[config.mk]
export PLATFORM = sky130hd
export DESIGN_NAME = fpu_req_arbiter_flat
export DESIGN_NICKNAME = d
export VERILOG_FILES = /design/src/rtl/fpu_req_arbiter_pkg.sv /design/src/rtl/fpu_req_arbiter_if.sv /design/src/rtl/fpu_req_arbiter_rr.sv /design/src/rtl/fpu_req_arbiter.sv /design/src/flat_wrapper.sv
export SDC_FILE = /design/constraint.sdc
export NUM_CORES = 1
export LEC_CHECK = 0
export CORE_MARGIN = 2
export CORE_UTILIZATION = 41
export DETAILED_ROUTE_END_ITERATION = 10
export PLACE_DENSITY_LB_ADDON = 0.25
export SETUP_SLACK_MARGIN = 0.4
export SYNTH_ARGS = -nofsm -noshare
export SYNTH_HDL_FRONTEND = slang
export SYNTH_SLANG_ARGS = --single-unit
[constraint.sdc]
create_clock -name clk -period 3.95 [get_ports clk]
set_clock_uncertainty 0.05 [all_clocks]
set_input_delay 0.79 -clock clk [delete_from_list [all_inputs] [get_ports clk]]
set_output_delay 0.79 -clock clk [all_outputs]
set_load 0.01 [all_outputs]
[src/rtl/fpu_req_arbiter_pkg.sv]
// Shared types and constants for the FPU request arbiter: opcodes, field widths,
// controller state and the latched command record.
package fpu_ctrl_pkg;

    localparam int OP_W   = 6;
    localparam int REG_W  = 5;
    localparam int DATA_W = 32;

    localparam logic [OP_W-1:0] OP_LOAD = 6'b111110;
    localparam logic [OP_W-1:0] OP_READ = 6'b111111;

    typedef enum logic [1:0] {
        IDLE = 2'd0,
        BUSY = 2'd1,
        RESP = 2'd2
    } state_t;

    typedef struct packed {
        logic [OP_W-1:0]   op;
        logic [REG_W-1:0]  x1;
        logic [REG_W-1:0]  x2;
        logic [REG_W-1:0]  y;
        logic [DATA_W-1:0] data;
    } fpu_cmd_t;

endpackage

[src/rtl/fpu_req_arbiter_if.sv]
// Requester-side and fpu_wrapper-side signals of the arbiter. The slave modport is the
// arbiter's view; the master modport is the requesters plus the FPU.
interface fpu_req_arbiter_if #(
    parameter int N_REQ = 2
);
    import fpu_ctrl_pkg::*;

    // Requester i holds req_valid[i] and its fields until it sees req_ready[i] high in the
    // same cycle; that cycle the command is taken. On the FPU side fpu_ready is a level that
    // stays high with stable fields until fpu_valid returns, then drops for at least a cycle.
    logic [N_REQ-1:0]        req_valid;
    logic [N_REQ-1:0]        req_ready;
    logic [N_REQ*OP_W-1:0]   req_op;
    logic [N_REQ*REG_W-1:0]  req_x1;
    logic [N_REQ*REG_W-1:0]  req_x2;
    logic [N_REQ*REG_W-1:0]  req_y;
    logic [N_REQ*DATA_W-1:0] req_data;

    logic [N_REQ-1:0]        rsp_valid;
    logic [DATA_W-1:0]       rsp_data32;
    logic                    rsp_data1;
    logic                    rsp_timeout;

    logic [OP_W-1:0]         fpu_operation;
    logic [REG_W-1:0]        fpu_x1;
    logic [REG_W-1:0]        fpu_x2;
    logic [REG_W-1:0]        fpu_y;
    logic [DATA_W-1:0]       fpu_in_data;
    logic                    fpu_ready;
    logic                    fpu_valid;
    logic                    fpu_out_data1;
    logic [DATA_W-1:0]       fpu_out_data32;

    modport slave (
        input  req_valid, req_op, req_x1, req_x2, req_y, req_data,
        input  fpu_valid, fpu_out_data1, fpu_out_data32,
        output req_ready, rsp_valid, rsp_data32, rsp_data1, rsp_timeout,
        output fpu_operation, fpu_x1, fpu_x2, fpu_y, fpu_in_data, fpu_ready
    );

    modport master (
        output req_valid, req_op, req_x1, req_x2, req_y, req_data,
        output fpu_valid, fpu_out_data1, fpu_out_data32,
        input  req_ready, rsp_valid, rsp_data32, rsp_data1, rsp_timeout,
        input  fpu_operation, fpu_x1, fpu_x2, fpu_y, fpu_in_data, fpu_ready
    );

endinterface

[src/rtl/fpu_req_arbiter_rr.sv]
// Combinational round-robin picker: first asserted request strictly after ptr, wrapping,
// so the last winner has the lowest priority next time.
module rr_arbiter #(
    parameter int N_REQ = 2,
    parameter int IW    = (N_REQ > 1) ? $clog2(N_REQ) : 1
) (
    input  logic [N_REQ-1:0] req,
    input  logic [IW-1:0]    ptr,
    output logic [N_REQ-1:0] grant,
    output logic [IW-1:0]    grant_idx,
    output logic             grant_any
);

    int j;

    always_comb begin
        grant     = '0;
        grant_idx = '0;
        grant_any = 1'b0;
        j         = 0;
        for (int k = 1; k <= N_REQ; k++) begin
            if (!grant_any) begin
                j = (int'(ptr) + k) % N_REQ;
                if (req[j]) begin
                    grant[j]  = 1'b1;
                    grant_idx = IW'(j);
                    grant_any = 1'b1;
                end
            end
        end
    end

endmodule

[src/rtl/fpu_req_arbiter.sv]
// Shares one fpu_wrapper between N_REQ requesters: round-robin accept, one op in flight,
// watchdog abort, and a one-cycle response pulse back to the owner of the op.
module fpu_req_arbiter
    import fpu_ctrl_pkg::*;
#(
    parameter int N_REQ   = 2,
    parameter int TIMEOUT = 255
) (
    input  logic               clk,
    input  logic               rst,
    fpu_req_arbiter_if.slave   bus,
    output state_t             state_dbg
);

    localparam int IW = (N_REQ > 1) ? $clog2(N_REQ) : 1;
    localparam int CW = $clog2(TIMEOUT + 1);
    localparam logic [CW-1:0] TO_LAST = CW'(TIMEOUT - 1);

    state_t            state_q, state_d;
    fpu_cmd_t          cmd_q, cmd_sel;
    logic [IW-1:0]     ptr_q, owner_q, gnt_idx;
    logic [N_REQ-1:0]  gnt_oh;
    logic              gnt_any;
    logic [CW-1:0]     cnt_q;
    logic              timeout_hit;
    logic              accept;
    logic [N_REQ-1:0]  req_ready_c, rsp_valid_c;
    logic              fpu_ready_c;
    logic [DATA_W-1:0] rsp_data32_q;
    logic              rsp_data1_q, rsp_timeout_q;

    rr_arbiter #(.N_REQ(N_REQ), .IW(IW)) u_rr (
        .req       (bus.req_valid),
        .ptr       (ptr_q),
        .grant     (gnt_oh),
        .grant_idx (gnt_idx),
        .grant_any (gnt_any)
    );

    always_comb begin
        cmd_sel.op   = bus.req_op  [int'(gnt_idx)*OP_W   +: OP_W];
        cmd_sel.x1   = bus.req_x1  [int'(gnt_idx)*REG_W  +: REG_W];
        cmd_sel.x2   = bus.req_x2  [int'(gnt_idx)*REG_W  +: REG_W];
        cmd_sel.y    = bus.req_y   [int'(gnt_idx)*REG_W  +: REG_W];
        cmd_sel.data = bus.req_data[int'(gnt_idx)*DATA_W +: DATA_W];
    end

    assign timeout_hit = (cnt_q == TO_LAST);

    always_ff @(posedge clk or posedge rst) begin
        if (rst) state_q <= IDLE;
        else     state_q <= state_d;
    end

    always_comb begin
        state_d = state_q;
        case (state_q)
            IDLE:    if (gnt_any) state_d = BUSY;
            BUSY:    if (bus.fpu_valid || timeout_hit) state_d = RESP;
            RESP:    state_d = IDLE;
            default: state_d = IDLE;
        endcase
    end

    // req_ready is gated by rst so an asserted reset silences the accept path at once.
    always_comb begin
        req_ready_c = '0;
        rsp_valid_c = '0;
        fpu_ready_c = 1'b0;
        accept      = 1'b0;
        case (state_q)
            IDLE: begin
                if (gnt_any && !rst) begin
                    req_ready_c = gnt_oh;
                    accept      = 1'b1;
                end
            end
            BUSY:    fpu_ready_c = 1'b1;
            RESP:    rsp_valid_c = N_REQ'(1) << owner_q;
            default: ;
        endcase
    end

    always_ff @(posedge clk or posedge rst) begin
        if (rst) begin
            cmd_q         <= '0;
            owner_q       <= '0;
            ptr_q         <= IW'(N_REQ - 1);
            cnt_q         <= '0;
            rsp_data32_q  <= '0;
            rsp_data1_q   <= 1'b0;
            rsp_timeout_q <= 1'b0;
        end else begin
            if (accept) begin
                cmd_q   <= cmd_sel;
                owner_q <= gnt_idx;
                ptr_q   <= gnt_idx;
            end
            if (state_q == BUSY) begin
                cnt_q <= cnt_q + CW'(1);
                // A completion in the watchdog's last cycle still counts as a normal result.
                if (bus.fpu_valid) begin
                    rsp_data32_q  <= bus.fpu_out_data32;
                    rsp_data1_q   <= bus.fpu_out_data1;
                    rsp_timeout_q <= 1'b0;
                end else if (timeout_hit) begin
                    rsp_data32_q  <= '0;
                    rsp_data1_q   <= 1'b0;
                    rsp_timeout_q <= 1'b1;
                end
            end else begin
                cnt_q <= '0;
            end
        end
    end

    assign bus.req_ready     = req_ready_c;
    assign bus.rsp_valid     = rsp_valid_c;
    assign bus.rsp_data32    = rsp_data32_q;
    assign bus.rsp_data1     = rsp_data1_q;
    assign bus.rsp_timeout   = rsp_timeout_q;
    assign bus.fpu_operation = cmd_q.op;
    assign bus.fpu_x1        = cmd_q.x1;
    assign bus.fpu_x2        = cmd_q.x2;
    assign bus.fpu_y         = cmd_q.y;
    assign bus.fpu_in_data   = cmd_q.data;
    assign bus.fpu_ready     = fpu_ready_c;
    assign state_dbg         = state_q;

endmodule

[src/flat_wrapper.sv]
// flat-port wrapper written by rule: the top's interface ports become plain ports
module fpu_req_arbiter_flat import fpu_ctrl_pkg::*;
#(
    parameter int N_REQ   = 2,
    parameter int TIMEOUT = 255
)
  (clk, rst, state_dbg, bus_req_valid, bus_req_op, bus_req_x1, bus_req_x2, bus_req_y, bus_req_data, bus_fpu_valid, bus_fpu_out_data1, bus_fpu_out_data32, bus_req_ready, bus_rsp_valid, bus_rsp_data32, bus_rsp_data1, bus_rsp_timeout, bus_fpu_operation, bus_fpu_x1, bus_fpu_x2, bus_fpu_y, bus_fpu_in_data, bus_fpu_ready);
  fpu_req_arbiter_if #(.N_REQ(N_REQ)) bus_i ();
  input  logic clk;
  input  logic rst;
  output state_t state_dbg;
  input wire logic [$bits(bus_i.req_valid)-1:0] bus_req_valid;
  input wire logic [$bits(bus_i.req_op)-1:0] bus_req_op;
  input wire logic [$bits(bus_i.req_x1)-1:0] bus_req_x1;
  input wire logic [$bits(bus_i.req_x2)-1:0] bus_req_x2;
  input wire logic [$bits(bus_i.req_y)-1:0] bus_req_y;
  input wire logic [$bits(bus_i.req_data)-1:0] bus_req_data;
  input wire logic [$bits(bus_i.fpu_valid)-1:0] bus_fpu_valid;
  input wire logic [$bits(bus_i.fpu_out_data1)-1:0] bus_fpu_out_data1;
  input wire logic [$bits(bus_i.fpu_out_data32)-1:0] bus_fpu_out_data32;
  output wire logic [$bits(bus_i.req_ready)-1:0] bus_req_ready;
  output wire logic [$bits(bus_i.rsp_valid)-1:0] bus_rsp_valid;
  output wire logic [$bits(bus_i.rsp_data32)-1:0] bus_rsp_data32;
  output wire logic [$bits(bus_i.rsp_data1)-1:0] bus_rsp_data1;
  output wire logic [$bits(bus_i.rsp_timeout)-1:0] bus_rsp_timeout;
  output wire logic [$bits(bus_i.fpu_operation)-1:0] bus_fpu_operation;
  output wire logic [$bits(bus_i.fpu_x1)-1:0] bus_fpu_x1;
  output wire logic [$bits(bus_i.fpu_x2)-1:0] bus_fpu_x2;
  output wire logic [$bits(bus_i.fpu_y)-1:0] bus_fpu_y;
  output wire logic [$bits(bus_i.fpu_in_data)-1:0] bus_fpu_in_data;
  output wire logic [$bits(bus_i.fpu_ready)-1:0] bus_fpu_ready;
  assign bus_i.req_valid = bus_req_valid;
  assign bus_i.req_op = bus_req_op;
  assign bus_i.req_x1 = bus_req_x1;
  assign bus_i.req_x2 = bus_req_x2;
  assign bus_i.req_y = bus_req_y;
  assign bus_i.req_data = bus_req_data;
  assign bus_i.fpu_valid = bus_fpu_valid;
  assign bus_i.fpu_out_data1 = bus_fpu_out_data1;
  assign bus_i.fpu_out_data32 = bus_fpu_out_data32;
  assign bus_req_ready = bus_i.req_ready;
  assign bus_rsp_valid = bus_i.rsp_valid;
  assign bus_rsp_data32 = bus_i.rsp_data32;
  assign bus_rsp_data1 = bus_i.rsp_data1;
  assign bus_rsp_timeout = bus_i.rsp_timeout;
  assign bus_fpu_operation = bus_i.fpu_operation;
  assign bus_fpu_x1 = bus_i.fpu_x1;
  assign bus_fpu_x2 = bus_i.fpu_x2;
  assign bus_fpu_y = bus_i.fpu_y;
  assign bus_fpu_in_data = bus_i.fpu_in_data;
  assign bus_fpu_ready = bus_i.fpu_ready;
  fpu_req_arbiter #(.N_REQ(N_REQ), .TIMEOUT(TIMEOUT)) u_core (.clk(clk), .rst(rst), .bus(bus_i), .state_dbg(state_dbg));
endmodule
-- After elaboration in Yosys (flattened, before gate mapping)
Cells that the tools add are included.
Widths: inputs -> output; s select.
- register bits after elaboration: 99
- input port bits: 144
- output and inout bits: 94
- logic and storage cells: 79
- add/sub/neg operators: 3
- multipliers: 2
- $lt $le $gt $ge: 4
- eq/ne operators: 5
- shift-type cells: 6
- mux-type cells: 35
- bitwise logic cells: 3
- reduce and logical (&&, ||, !) cells: 9
- operator list (operator ; count):
    $shiftx 10x32->5 ; 3
    $mux 32 ; 2
    $shiftx 64x7->32 ; 1
    $shiftx 12x32->6 ; 1
    $mux 1 ; 21
    $mux 2 ; 8
    $add 8x1->8 const B ; 1
    $eq 8x8->1 const B ; 1
    $mux 8 ; 1
    $lt 2x3->1 const B ; 2
    $ge 2x1->1 const B ; 2
    $mul 1x3->4 const B ; 1
    $ne 2x1->1 const B ; 2
    $pmux 2 s2 ; 1
    $reduce_and 2->1 ; 2
    $logic_and 1x1->1 ; 3
    $mul 1x2->3 const B ; 1
    $add 1x1->1 const B ; 2
    $and 1x1->1 const A ; 2
    $demux 1 s1 ; 2
    $eq 2x1->1 const B ; 1
    $eq 2x2->1 const B ; 1
    $logic_not 2->1 ; 1
    $or 2x2->2 ; 1
    other kinds (4) ; 4

-- Longest topological paths before layout
Gate-level depths: netlist of the first run.
- word-level depth: 12
- gate-level depth with buffers: 6
- mapped depth without buffers: 5

-- Hierarchy
Synthesis of the first run repeated with hierarchy kept, for this count alone.
- cells, all modules: 443
- area, all modules: 4613.2 um^2
- modules (own cells, without submodules) (module ; instances ; cells an instance ; area each (um^2) ; sequential area each (um^2)):
    fpu_req_arbiter ; 1 ; 438 ; 4580.6 ; 2478.6
    rr_arbiter ; 1 ; 5 ; 32.5 ; 0.0

-- Worst setup path before layout of the first run
No wires, ideal clock.
- path type: input port to output port
- from: input rst
- to: output bus_req_ready[0]
- arrival: 1.581 ns
- required time: 3.110 ns
- slack: 1.529 ns
- stages on the path: 4
- buffers on the path: 2
- cells stage by stage: nor4_4 > buf_4 > buf_4 > and3_1
- word-level cells in the longest chain between the ends: 4
- RTL lines (item ; RTL line ; text):
    start, declared ; flat_wrapper.sv:10 ; input logic rst;
    $logic_not 1->1 (no source line) ; n/a ;
    $logic_and 1x1->1 ; fpu_req_arbiter.sv:73 ; if (gnt_any && !rst) begin
    $mux 2 ; fpu_req_arbiter.sv:73 ;
    $mux 2 ; fpu_req_arbiter.sv:71 ; case (state_q)
    end, declared ; flat_wrapper.sv:21 ; output wire logic [$bits(bus_i.req_ready)-1:0] bus_req_ready;
Every way passes these cells.

-- Final worst setup path of the first run
- from: input bus_req_valid[0]
- to: output bus_req_ready[0]
- word-level cells in the longest chain between the ends: 9
- elaborated cells between the ends (all ways): 16
- classes of those cells: mux: 14; bitwise: 1; reduce/logical: 1
- RTL lines (item ; RTL line ; text):
    start, declared ; flat_wrapper.sv:12 ; input wire logic [$bits(bus_i.req_valid)-1:0] bus_req_valid;
    $mux 1 (not written as such) (3 in a row) ; fpu_req_arbiter_rr.sv:24 ; if (req[j]) begin
    $mux 2 ; fpu_req_arbiter_rr.sv:24 ;
    $or 2x2->2 (no source line) ; n/a ;
    $mux 2 ; fpu_req_arbiter_rr.sv:24 ;
    $mux 2 ; fpu_req_arbiter_rr.sv:22 ; if (!grant_any) begin
    $mux 2 (*) ; fpu_req_arbiter.sv:73 ;
    $mux 2 (*) ; fpu_req_arbiter.sv:71 ;
Mark *: on every way between the ends. The rest lies on a longest branch, timed or not. The select of a mux whose other input is x is not followed.

==> run_results.csv, run 1 <==
group,metric,value,unit
floorplanning,fp.dieArea,0.0129,sq mm
power_and_ir_drop,p_leak,3.11,nW
logic_synthesis,ys_seq_area_share,50.5,%
worst_setup_path,worstReg2RegEnd,"u_core.bus.rsp_data32[20]$_DFFE_PP0P_",
cells_and_area,diodes,0,
floorplanning,ios,238,
floorplanning,initial_core_util,42.5,%
min_path,worstHoldPathCells,1,
global_route,grt-ovfl-total,0,
cells_and_area,drive_gt1_share,21.1,%
cts,cts_hold_buffers,0,
logic_synthesis,synth_cell_types,33,
logic_synthesis,async_flop_share,100,%
routing,drtIter0Drc,195,
timing,finalMaxSlewViolations,0,
timing,hold_viol,0,
timing,fmaxAchievable,314,MHz
global_route,track_usage,21.2,%
power_and_ir_drop,irDropWorstVdd,0.000386,V
timing,finalCritPeriodShare,80.6,%
logic_synthesis,synth_fa_ha_area_share,0.510,%
timing,setup_violations,0,
timing,worst_slew_pin_slew,1270,ps
place,portBuffers,237,
cts,cts_max_level,3,
floorplanning,num_rows,39,
routing,wl_per_cell,18.0,microns
timing,setup_tns,0,ps
worst_setup_path,required,3110,ps
cells_and_area,ff_latch_area,0.00248,sq mm
worst_setup_path,cp.arrival,2340,ps
place,gp_congestion,0.792,
power_and_ir_drop,p_per_area,663,mW/mm^2
cts,cts_tree,"built",
place,placed_cell_area,0.00736,sq mm
logic_synthesis,synth-seq-cells,99,
timing,relSlewSlack,15.5,%
worst_setup_path,crit_fanout,3,
min_path,min_from,"u_core.cnt_q[0]$_DFF_PP0_",
logic_synthesis,syn_nets,525,
logic_synthesis,syn_inst,379,
floorplanning,die_x,113,microns
cts,clockBufferDepth,2,
routing,dr_total_vias,3880,
worst_setup_path,endpoint_kind,"output pin",
cells_and_area,syn_to_final_growth,54.9,%
logic_synthesis,synth_ff_type,"dfrtp_1",
logic_synthesis,yosys_warnings,0,
routing,ant_nets,0,
cts,cts_buffers,9,
logic_synthesis,syn_avg_cell_area,13.0,sq um
logic_synthesis,synth_edf_count,0,
timing,post-route-min-period,3180,ps
cts,clock-sinks,99,
place,place.detailed.hpwl,9910,microns
routing,viasPerCell,5.18,
routing,route.detailed.drc,0,
min_path,min_path_type,"flip-flop to flip-flop",
logic_synthesis,synth_area,0.00491,sq mm
worst_setup_path,start_kind,"input pin",
min_path,min_to,"u_core.cnt_q[0]$_DFF_PP0_",
cts,cts_setup_buffers,0,
status,status,"completed",
logic_synthesis,yosys-mux-area-fraction,27.6,%
logic_synthesis,synth_top_family_by_area,"multiplexers",
routing,drt-pass1-iter-count,5,
worst_setup_path,reg2reg_depth,5,
cts,insertion_delay,330,ps
timing,rsz0062_at_grt,"no",
worst_setup_path,rrSetupSlack,1760,ps
cells_and_area,final_cell_mix,"clkdlybuf4s50_1, dfrtp_1, mux2_2",
floorplanning,coreArea,0.0116,sq mm
logic_synthesis,synth-xor-area-share,0.535,%
worst_setup_path,critPathKind,"input pin to output pin",
logic_synthesis,synth_compound_area_share,9.66,%
cts,cts_resized,0,
logic_synthesis,yosys.area_share.simple,7.49,%
flow_run,cap_violations,0,
global_route,grt_pass1_wl,21300,microns
global_route,grt_start_max_net_pins,56,
cells_and_area,nets,750,
floorplanning,dieHeight,113,microns
cts,clk_pin_slew,60,ps
cells_and_area,multi_input_area,0.00226,sq mm
cells_and_area,final_area,0.00761,sq mm
global_route,antenna_found_initial,0,
routing,wirelength,13500,microns
global_route,grt_pass1_vias,4073,
cells_and_area,final_common_cell,"clkdlybuf4s50_1",
cells_and_area,nFillCells,921,
worst_setup_path,reg2reg_from,"u_core.cnt_q[0]$_DFF_PP0_",
cts,cts_root_buf,"clkbuf_16",
-- cells in the mapped netlist (2+ instances only) --
master,n,area (sq um)
clkbuf_2,2,10.0
nor2_1,7,26.3
nand3_1,4,20.0
o21ai_1,8,40.0
buf_4,4,30.0
o21ai_0,28,140
a22oi_1,33,248
buf_2,9,45.0
inv_1,3,11.3
nand2_1,2,7.51
mux2_2,71,800
xor2_1,2,17.5
a21oi_1,3,15.0
clkbuf_1,8,30.0
buf_6,5,56.3
dfrtp_1,98,2450
or3_1,4,25.0
and3b_1,2,17.5
ha_1,2,25.0
nand2b_1,35,219
mux2_4,37,556
-- per-layer routing --
metal	up-vias	track usage (%)	wire [microns]
met2	163	35.8	6600
met5	-	0	0
li1	1806	-	-
met1	1886	25.8	5590
met4	0	8.29	314
met3	25	5.90	1000
-- logic make-up after synthesis --
| group | count (synthesis) |
|---|---|
| mux | 108 |
| flops | 99 |
| compound gates | 76 |
| simple gates | 60 |
| buf+inv | 31 |
| xor+xnor | 3 |
| fa+ha+maj | 2 |
-- where the power goes --
group / switching [mW] / internal, mW
clock: 0.342 / 0.435
sequential: 0.317 / 1.50
combinational: 0.955 / 1.50
-- per-stage QoR --
stage | power, mW | utilization, % | worst slack [ps] | hold WS, ps | instances
4_1_cts | 5.11 | 65.8 | 762 | 441 | 749
5_1_grt | 5.37 | 65.8 | 699 | 467 | 749
2_1_floorplan | 2.98 | - | 521 | 405 | 379
6_report | 5.05 | 65.8 | 766 | 435 | 749
3_5_place_dp | 4.31 | 63.6 | 770 | 432 | 736
3_3_place_gp | 4.24 | 63.6 | 783 | 423 | 736
-- flip-flops by register name, summed over array words and instances (netlist names), 2 cells and up --
signal	count
u_core.bus.fpu_in_data	32
u_core.bus.rsp_data32	32
u_core.cnt_q	8
u_core.bus.fpu_operation	6
u_core.bus.fpu_x1	5
u_core.bus.fpu_x2	5
u_core.bus.fpu_y	5
u_core.state_dbg	2
-- cell type report --
type	instances	area share, %
clock buffer	13	3.29
multi-input combinational	249	29.7
timing repair buffer	242	31.8
tap	143	2.35
sequential	99	32.6
inverter	3	0.181
-- critical path: stages --
cell,delay [ps]
clkdlybuf4s50_1,550
nor2_1,110
nor4_4,180
and3_1,190
clkdlybuf4s50_1,530
-- worst max path at each step --
stage | startpoint | to | cells past startpoint | slack (ps)
after detailed placement | bus_req_valid[0] | bus_req_ready[0] | 5 | 770
after CTS | bus_req_valid[0] | bus_req_ready[0] | 5 | 760
after global placement | rst | bus_req_ready[0] | 4 | 780
final | bus_req_valid[0] | bus_req_ready[0] | 5 | 770
after global routing | bus_req_valid[0] | bus_req_ready[0] | 5 | 700
after floorplan | rst | u_core.bus.fpu_in_data[0]$_DFFE_PP0P_ | 1 | 520
Power figures use the tool's default switching activity.
==> run 2, diff against run 1 <==
--- a/config.mk
+++ b/config.mk
@@ -6,7 +6,7 @@
 export NUM_CORES = 1
 export LEC_CHECK = 0
 export CORE_MARGIN = 2
-export CORE_UTILIZATION = 41
+export CORE_UTILIZATION = 37
 export DETAILED_ROUTE_END_ITERATION = 10
 export PLACE_DENSITY_LB_ADDON = 0.25
 export SETUP_SLACK_MARGIN = 0.4
==> constraint.sdc (replaced) <==
create_clock -name clk -period 2.8 [get_ports clk]
set_clock_uncertainty 0.05 [all_clocks]
set_input_delay 0.56 -clock clk [delete_from_list [all_inputs] [get_ports clk]]
set_output_delay 0.56 -clock clk [all_outputs]
set_load 0.01 [all_outputs]
==> run 2 against run 1 <==
Non-clock buffer count up 8. Critical endpoint is now bus_rsp_valid[0]. Critical path type is now flip-flop to output pin. Largest power group unchanged. Clock power up 57%. Setup slack worse by 230 ps. Design area up 2.1%.
==> run_results.csv, run 2 (same netlist as run 1, synthesis figures left out) <==
group,metric,value,unit
worst_setup_path,crit_buf_inv,2,
cells_and_area,multi_input_area,0.00226,sq mm
cts,clockBufferDepth,2,
timing,rsz0062_at_grt,"no",
cts,cts_buffers,9,
global_route,grt_pass1_wl,20500,microns
worst_setup_path,critPathKind,"flip-flop to output pin",
cts,clock-sinks,99,
status,status,"completed",
floorplanning,initial_core_util,37.5,%
cells_and_area,ff_latch_area,0.00248,sq mm
cts,cts_tree,"built",
floorplanning,coreArea,0.0131,sq mm
routing,dr_total_vias,3864,
floorplanning,num_rows,42,
worst_setup_path,max_stage_delay,600,ps
power_and_ir_drop,power.total,7.24,mW
worst_setup_path,required,2190,ps
routing,drtIter0Drc,105,
place,placed_cell_area,0.00746,sq mm
routing,ant_nets,0,
worst_setup_path,worstPathCellList,"buf_4 -> nor3b_1 -> clkdlybuf4s50_1",
routing,wl_per_cell,16.2,microns
min_path,worstHoldPathCells,1,
worst_setup_path,cp_top_family,"buffers and inverters",
floorplanning,die_x,119,microns
worst_setup_path,crit_fanout,6,
worst_setup_path,reg2reg_depth,4,
timing,setup_violations,0,
floorplanning,fp.dieArea,0.0142,sq mm
power_and_ir_drop,p_per_area,933,mW/mm^2
place,placedCellCount,775,
worst_setup_path,endpoint_kind,"output pin",
cells_and_area,final_common_cell,"clkdlybuf4s50_1",
floorplanning,ios,238,
worst_setup_path,worstReg2RegEnd,"u_core.bus.rsp_data32[26]$_DFFE_PP0P_",
cells_and_area,stdcell_count,793,
worst_setup_path,cp.arrival,1650,ps
power_and_ir_drop,irDropWorstVdd,0.000522,V
cells_and_area,nFillCells,1069,
min_path,min_path_type,"flip-flop to flip-flop",
cells_and_area,final_cell_mix,"clkdlybuf4s50_1, dfrtp_1, mux2_2",
power_and_ir_drop,p_leak,3.18,nW
timing,finalCritPeriodShare,80.8,%
worst_setup_path,start_kind,"flip-flop",
worst_setup_path,cp_slowest_cell,"clkdlybuf4s50_1",
timing,timing.hold.ws,430,ps
worst_setup_path,rrSetupSlack,770,ps
floorplanning,dieHeight,119,microns
routing,viasPerCell,4.87,
global_route,antenna_found_initial,0,
global_route,track_usage,18.0,%
routing,route.detailed.drc,0,
timing,relSlewSlack,20.9,%
min_path,min_to,"u_core.cnt_q[0]$_DFF_PP0_",
place,gp_congestion,0.740,
cells_and_area,diodes,0,
cts,cts_max_level,3,
timing,worst_slew_pin_slew,1190,ps
place,portBuffers,237,
min_path,min_from,"u_core.cnt_q[0]$_DFF_PP0_",
worst_setup_path,reg2reg_from,"u_core.state_dbg[1]$_DFFE_PP0P_",
global_route,grt_start_max_net_pins,72,
routing,wirelength,12800,microns
cts,clk_pin_slew,70,ps
cells_and_area,final_area,0.00776,sq mm
timing,finalMaxSlewViolations,0,
cells_and_area,nets,758,
cells_and_area,syn_to_final_growth,58.2,%
timing,post-route-min-period,2260,ps
routing,drt-pass1-iter-count,5,
global_route,grt-ovfl-total,0,
cts,insertion_delay,340,ps
cells_and_area,drive_gt1_share,23.3,%
timing,hold_viol,0,
place,place.detailed.hpwl,9410,microns
timing,fmaxAchievable,442,MHz
global_route,grt_pass1_vias,3994,
cts,cts_root_buf,"clkbuf_16",
flow_run,cap_violations,0,
## run 2: cell types whose count changed in the layout (fill, tap and decap cells not counted), moves of 2 or more
cell / previous run / this run
clkbuf_1: 3 / 1
buf_4: 4 / 11
clkinvlp_4: 0 / 4
clkdlybuf4s50_1: 237 / 232
dlygate4sd2_1: 0 / 2
## run 2: worst max path at each step
| stage | from | to | slack [ps] | cells past startpoint |
|---|---|---|---|---|
| 2_1_floorplan | rst | bus_req_ready[0] | 840 | 4 |
| 3_3_place_gp | bus_req_valid[0] | bus_req_ready[1] | -8 | 5 |
| 3_5_place_dp | bus_req_valid[0] | bus_req_ready[1] | -40 | 5 |
| 4_1_cts | u_core.state_dbg[1]$_DFFE_PP0P_ | bus_fpu_ready | 430 | 4 |
| 5_1_grt | bus_req_valid[0] | bus_req_ready[0] | 430 | 5 |
| 6_report | u_core.state_dbg[1]$_DFFE_PP0P_ | bus_rsp_valid[0] | 540 | 3 |
## run 2: area by class of cell
type	instances	share of cell area (%)
Tap cell	176	2.84
Clock inverter	6	0.854
Inverter	3	0.193
Clock buffer	10	2.95
Multi-Input combinational cell	249	29.2
Timing Repair Buffer	250	32.1
Sequential cell	99	31.9
## run 2: power by group
part	switching [mW]	internal (mW)	total, mW
registers	0.436	2.11	2.55
clock network	0.531	0.693	1.22
logic	1.34	2.13	3.47
total	2.30	4.94	7.24
## run 2: metal layers
layer  routed length [microns]  track usage, %  vias to the layer above
met4                       135            5.95                        0
met5                         0               0                        -
met2                      6210            29.8                      170
met3                      1070            5.17                        9
li1                          -               -                     1833
met1                      5400            22.8                     1852
## run 2: metrics by stage
step	worst slack, ps	TNS [ps]	utilization (%)
final	536	0	59.3
after global routing	432	0	59.3
after CTS	430	0	59.3
after detailed placement	-41.7	-78.4	57.0
after global placement	-7.51	-13.6	57.0
after floorplan	839	0	-
## run 2: what timing repair did
| action | in CTS | in global routing |
|---|---|---|
| setup buffers | 2 | 0 |
| setup endpoints to repair | 2 | 2 |
| hold buffers | 0 | 0 |
| pin swaps | 2 | 1 |
| gates resized for setup | 10 | 1 |
==> run 3, diff against run 2 <==
--- a/config.mk
+++ b/config.mk
@@ -6,7 +6,7 @@
 export NUM_CORES = 1
 export LEC_CHECK = 0
 export CORE_MARGIN = 2
-export CORE_UTILIZATION = 37
+export CORE_UTILIZATION = 41
 export DETAILED_ROUTE_END_ITERATION = 10
 export PLACE_DENSITY_LB_ADDON = 0.25
 export SETUP_SLACK_MARGIN = 0.4
==> constraint.sdc (replaced) <==
create_clock -name clk -period 2.2 [get_ports clk]
set_clock_uncertainty 0.05 [all_clocks]
set_input_delay 0.44 -clock clk [delete_from_list [all_inputs] [get_ports clk]]
set_output_delay 0.44 -clock clk [all_outputs]
set_load 0.01 [all_outputs]
==> run 3 against run 2 <==
Die area decreased by 9.4%. Design area up 6.1%. Critical path depth rose by 1. Largest power group unchanged. Via count is 5.6% higher. Critical path type unchanged. Sequential share of layout area is 1.8 points lower. Clock power grew 34%. Core utilization up 12 points. Sequential power is 28% higher. Flip-flop and latch count stayed put. Global-route usage increased by 3.7 points. Combinational power up 42%.
==> run_results.csv, run 3 (same netlist as run 1, synthesis figures left out) <==
group,metric,value,unit
status,status,"completed",
worst_setup_path,cp.arrival,1480,ps
timing,rsz0062_at_grt,"yes",
worst_setup_path,crit_path_start,"u_core.state_dbg[0]$_DFFE_PP0P_",
cells_and_area,final_cell_mix,"clkdlybuf4s50_1, dfrtp_1, mux2_2",
timing,setup_violations,0,
routing,ant_nets,0,
floorplanning,initial_core_util,42.5,%
worst_setup_path,crit_fanout,4,
cells_and_area,post-route-util,71.2,%
worst_setup_path,cp_slowest_cell,"dfrtp_2",
floorplanning,num_rows,39,
floorplanning,coreArea,0.0116,sq mm
timing,post-route-min-period,1970,ps
place,portBuffers,237,
cts,cts_root_buf,"clkbuf_16",
power_and_ir_drop,sw_frac_of_total,32.4,%
flow_run,cap_violations,0,
global_route,grt-ovfl-total,0,
worst_setup_path,required,1710,ps
power_and_ir_drop,p_leak,3.51,nW
routing,route.detailed.drc,0,
power_and_ir_drop,clockPowerShare,16.6,%
routing,drt-pass1-iter-count,4,
cells_and_area,drive_gt1_share,28.1,%
worst_setup_path,critPathKind,"flip-flop to output pin",
cells_and_area,syn_to_final_growth,67.7,%
worst_setup_path,cp_top_family,"simple AND/OR/NAND/NOR gates",
routing,drtIter0Drc,171,
place,gp_congestion,0.787,
cts,clk_pin_slew,70,ps
timing,finalMaxSlewViolations,0,
cells_and_area,diodes,0,
floorplanning,dieHeight,113,microns
worst_setup_path,reg2reg_depth,6,
routing,wirelength,15200,microns
worst_setup_path,endpoint_kind,"output pin",
cts,clockBufferDepth,2,
cts,cts_tree,"built",
cts,cts_buffers,9,
global_route,grt_start_max_net_pins,70,
power_and_ir_drop,p_comb_share,50.1,%
routing,viasPerCell,5.20,
cts,cts_max_level,3,
global_route,antenna_found_initial,0,
cells_and_area,final_common_cell,"clkdlybuf4s50_1",
worst_setup_path,critical_path_cell_count,4,
min_path,min_path_type,"flip-flop to flip-flop",
global_route,track_usage,21.7,%
place,place.detailed.hpwl,10200,microns
power_and_ir_drop,seq_power_share,33.3,%
power_and_ir_drop,power.switching,3.18,mW
power_and_ir_drop,p_int,6.64,mW
routing,wl_per_cell,19.4,microns
global_route,grt_pass1_wl,21900,microns
floorplanning,fp.dieArea,0.0129,sq mm
power_and_ir_drop,p_per_area,1190,mW/mm^2
routing,dr_total_vias,4080,
worst_setup_path,worstReg2RegEnd,"u_core.bus.fpu_y[0]$_DFFE_PP0P_",
floorplanning,die_x,113,microns
worst_setup_path,start_kind,"flip-flop",
worst_setup_path,endpoint,"bus_req_ready[0]",
power_and_ir_drop,irDropWorstVdd,0.000672,V
worst_setup_path,max_stage_delay,420,ps
timing,worst_slew_pin_slew,448,ps
timing,hold_viol,0,
worst_setup_path,rrSetupSlack,390,ps
timing,fmaxAchievable,506,MHz
cells_and_area,nets,782,
global_route,grt_pass1_vias,4148,
worst_setup_path,crit_buf_inv,2,
timing,finalCritPeriodShare,89.7,%
timing,relSlewSlack,70.1,%
worst_setup_path,reg2reg_from,"u_core.state_dbg[0]$_DFFE_PP0P_",
cts,insertion_delay,340,ps
floorplanning,ios,238,
worst_setup_path,worstPathCellList,"nor4_4 -> buf_4 -> and3_4 -> buf_6",
timing,timing.hold.ws,437,ps
cts,clock-sinks,99,
run 3: changes by cell type in the layout (fill, tap and decap cells not counted), sizes merged:
cell / change
clkinv: +2
dlygate4sd2: +2
clkbuf: +9
buf: +22
dlymetal6s2s: +13
clkdlybuf4s15: -1
clkdlybuf4s50: -20
clkinvlp: -3
run 3: repair_timing:
| item | CTS | global route |
|---|---|---|
| setup buffers | 3 | 6 |
| gates resized for setup | 39 | 29 |
| cloned | 3 | 8 |
| hold buffers | 0 | 0 |
| pin swaps | 2 | 2 |
| hold endpoints to repair | 0 | 0 |
| endpoints found under the setup margin | 63 | 74 |
run 3: cell type report:
cell class                      instances  area [sq um]
Fill cell                             819          3330
Timing Repair Buffer                  274          2960
Sequential cell                        99          2480
Multi-Input combinational cell        249          2290
Clock buffer                           11           253
Tap cell                              143           179
Clock inverter                          5          61.3
Inverter                                3          15.0
run 3: per-layer routing:
metal  up-vias  part of all wire, %  track usage (%)
met5         -                    0                0
met3        14                  7.7             7.28
li1       1879                    -                -
met2       158                   51             37.9
met4         0                  1.2             5.28
met1      2029                   40             26.1
run 3: how the worst min path moves through the flow:
| stage | from | end | depth (start not counted) |
|---|---|---|---|
| after floorplan | u_core.cnt_q[0]$_DFF_PP0_ | u_core.cnt_q[0]$_DFF_PP0_ | 1 |
| after global placement | u_core.cnt_q[0]$_DFF_PP0_ | u_core.cnt_q[0]$_DFF_PP0_ | 1 |
| after detailed placement | u_core.cnt_q[0]$_DFF_PP0_ | u_core.cnt_q[0]$_DFF_PP0_ | 1 |
| after CTS | u_core.cnt_q[0]$_DFF_PP0_ | u_core.cnt_q[0]$_DFF_PP0_ | 1 |
| after global routing | u_core.cnt_q[0]$_DFF_PP0_ | u_core.cnt_q[0]$_DFF_PP0_ | 1 |
| final | u_core.cnt_q[0]$_DFF_PP0_ | u_core.cnt_q[0]$_DFF_PP0_ | 1 |
run 3: worst register-to-register path, stage by stage, from the launching register on:
cell and delay [ps]:
dfrtp_2 420, nor4_4 270, buf_4 180, buf_4 140, buf_12 140, clkbuf_16 160, mux2_2 330
run 3: power by group through the flow:
stage          Combinational (mW)  Sequential, mW  Clock [mW]
2_1_floorplan                1.75            3.60           0
3_3_place_gp                 4.44            3.24           0
3_5_place_dp                 4.56            3.28           0
4_1_cts                      4.69            3.26        1.66
5_1_grt                      5.23            3.37        1.74
6_report                     4.92            3.27        1.64
run 3: through the flow:
stage / setup WS [ps] / total power, mW / TNS (ps) / cells / instance area, sq um
after floorplan: 404 / 5.35 / 0 / 379 / 4920
after global placement: -419 / 7.68 / -20170 / 748 / 7490
after detailed placement: -448 / 7.84 / -22080 / 748 / 7490
after CTS: 227 / 9.61 / 0 / 770 / 7930
after global routing: 154 / 10.3 / 0 / 784 / 8240
final: 226 / 9.82 / 0 / 784 / 8240
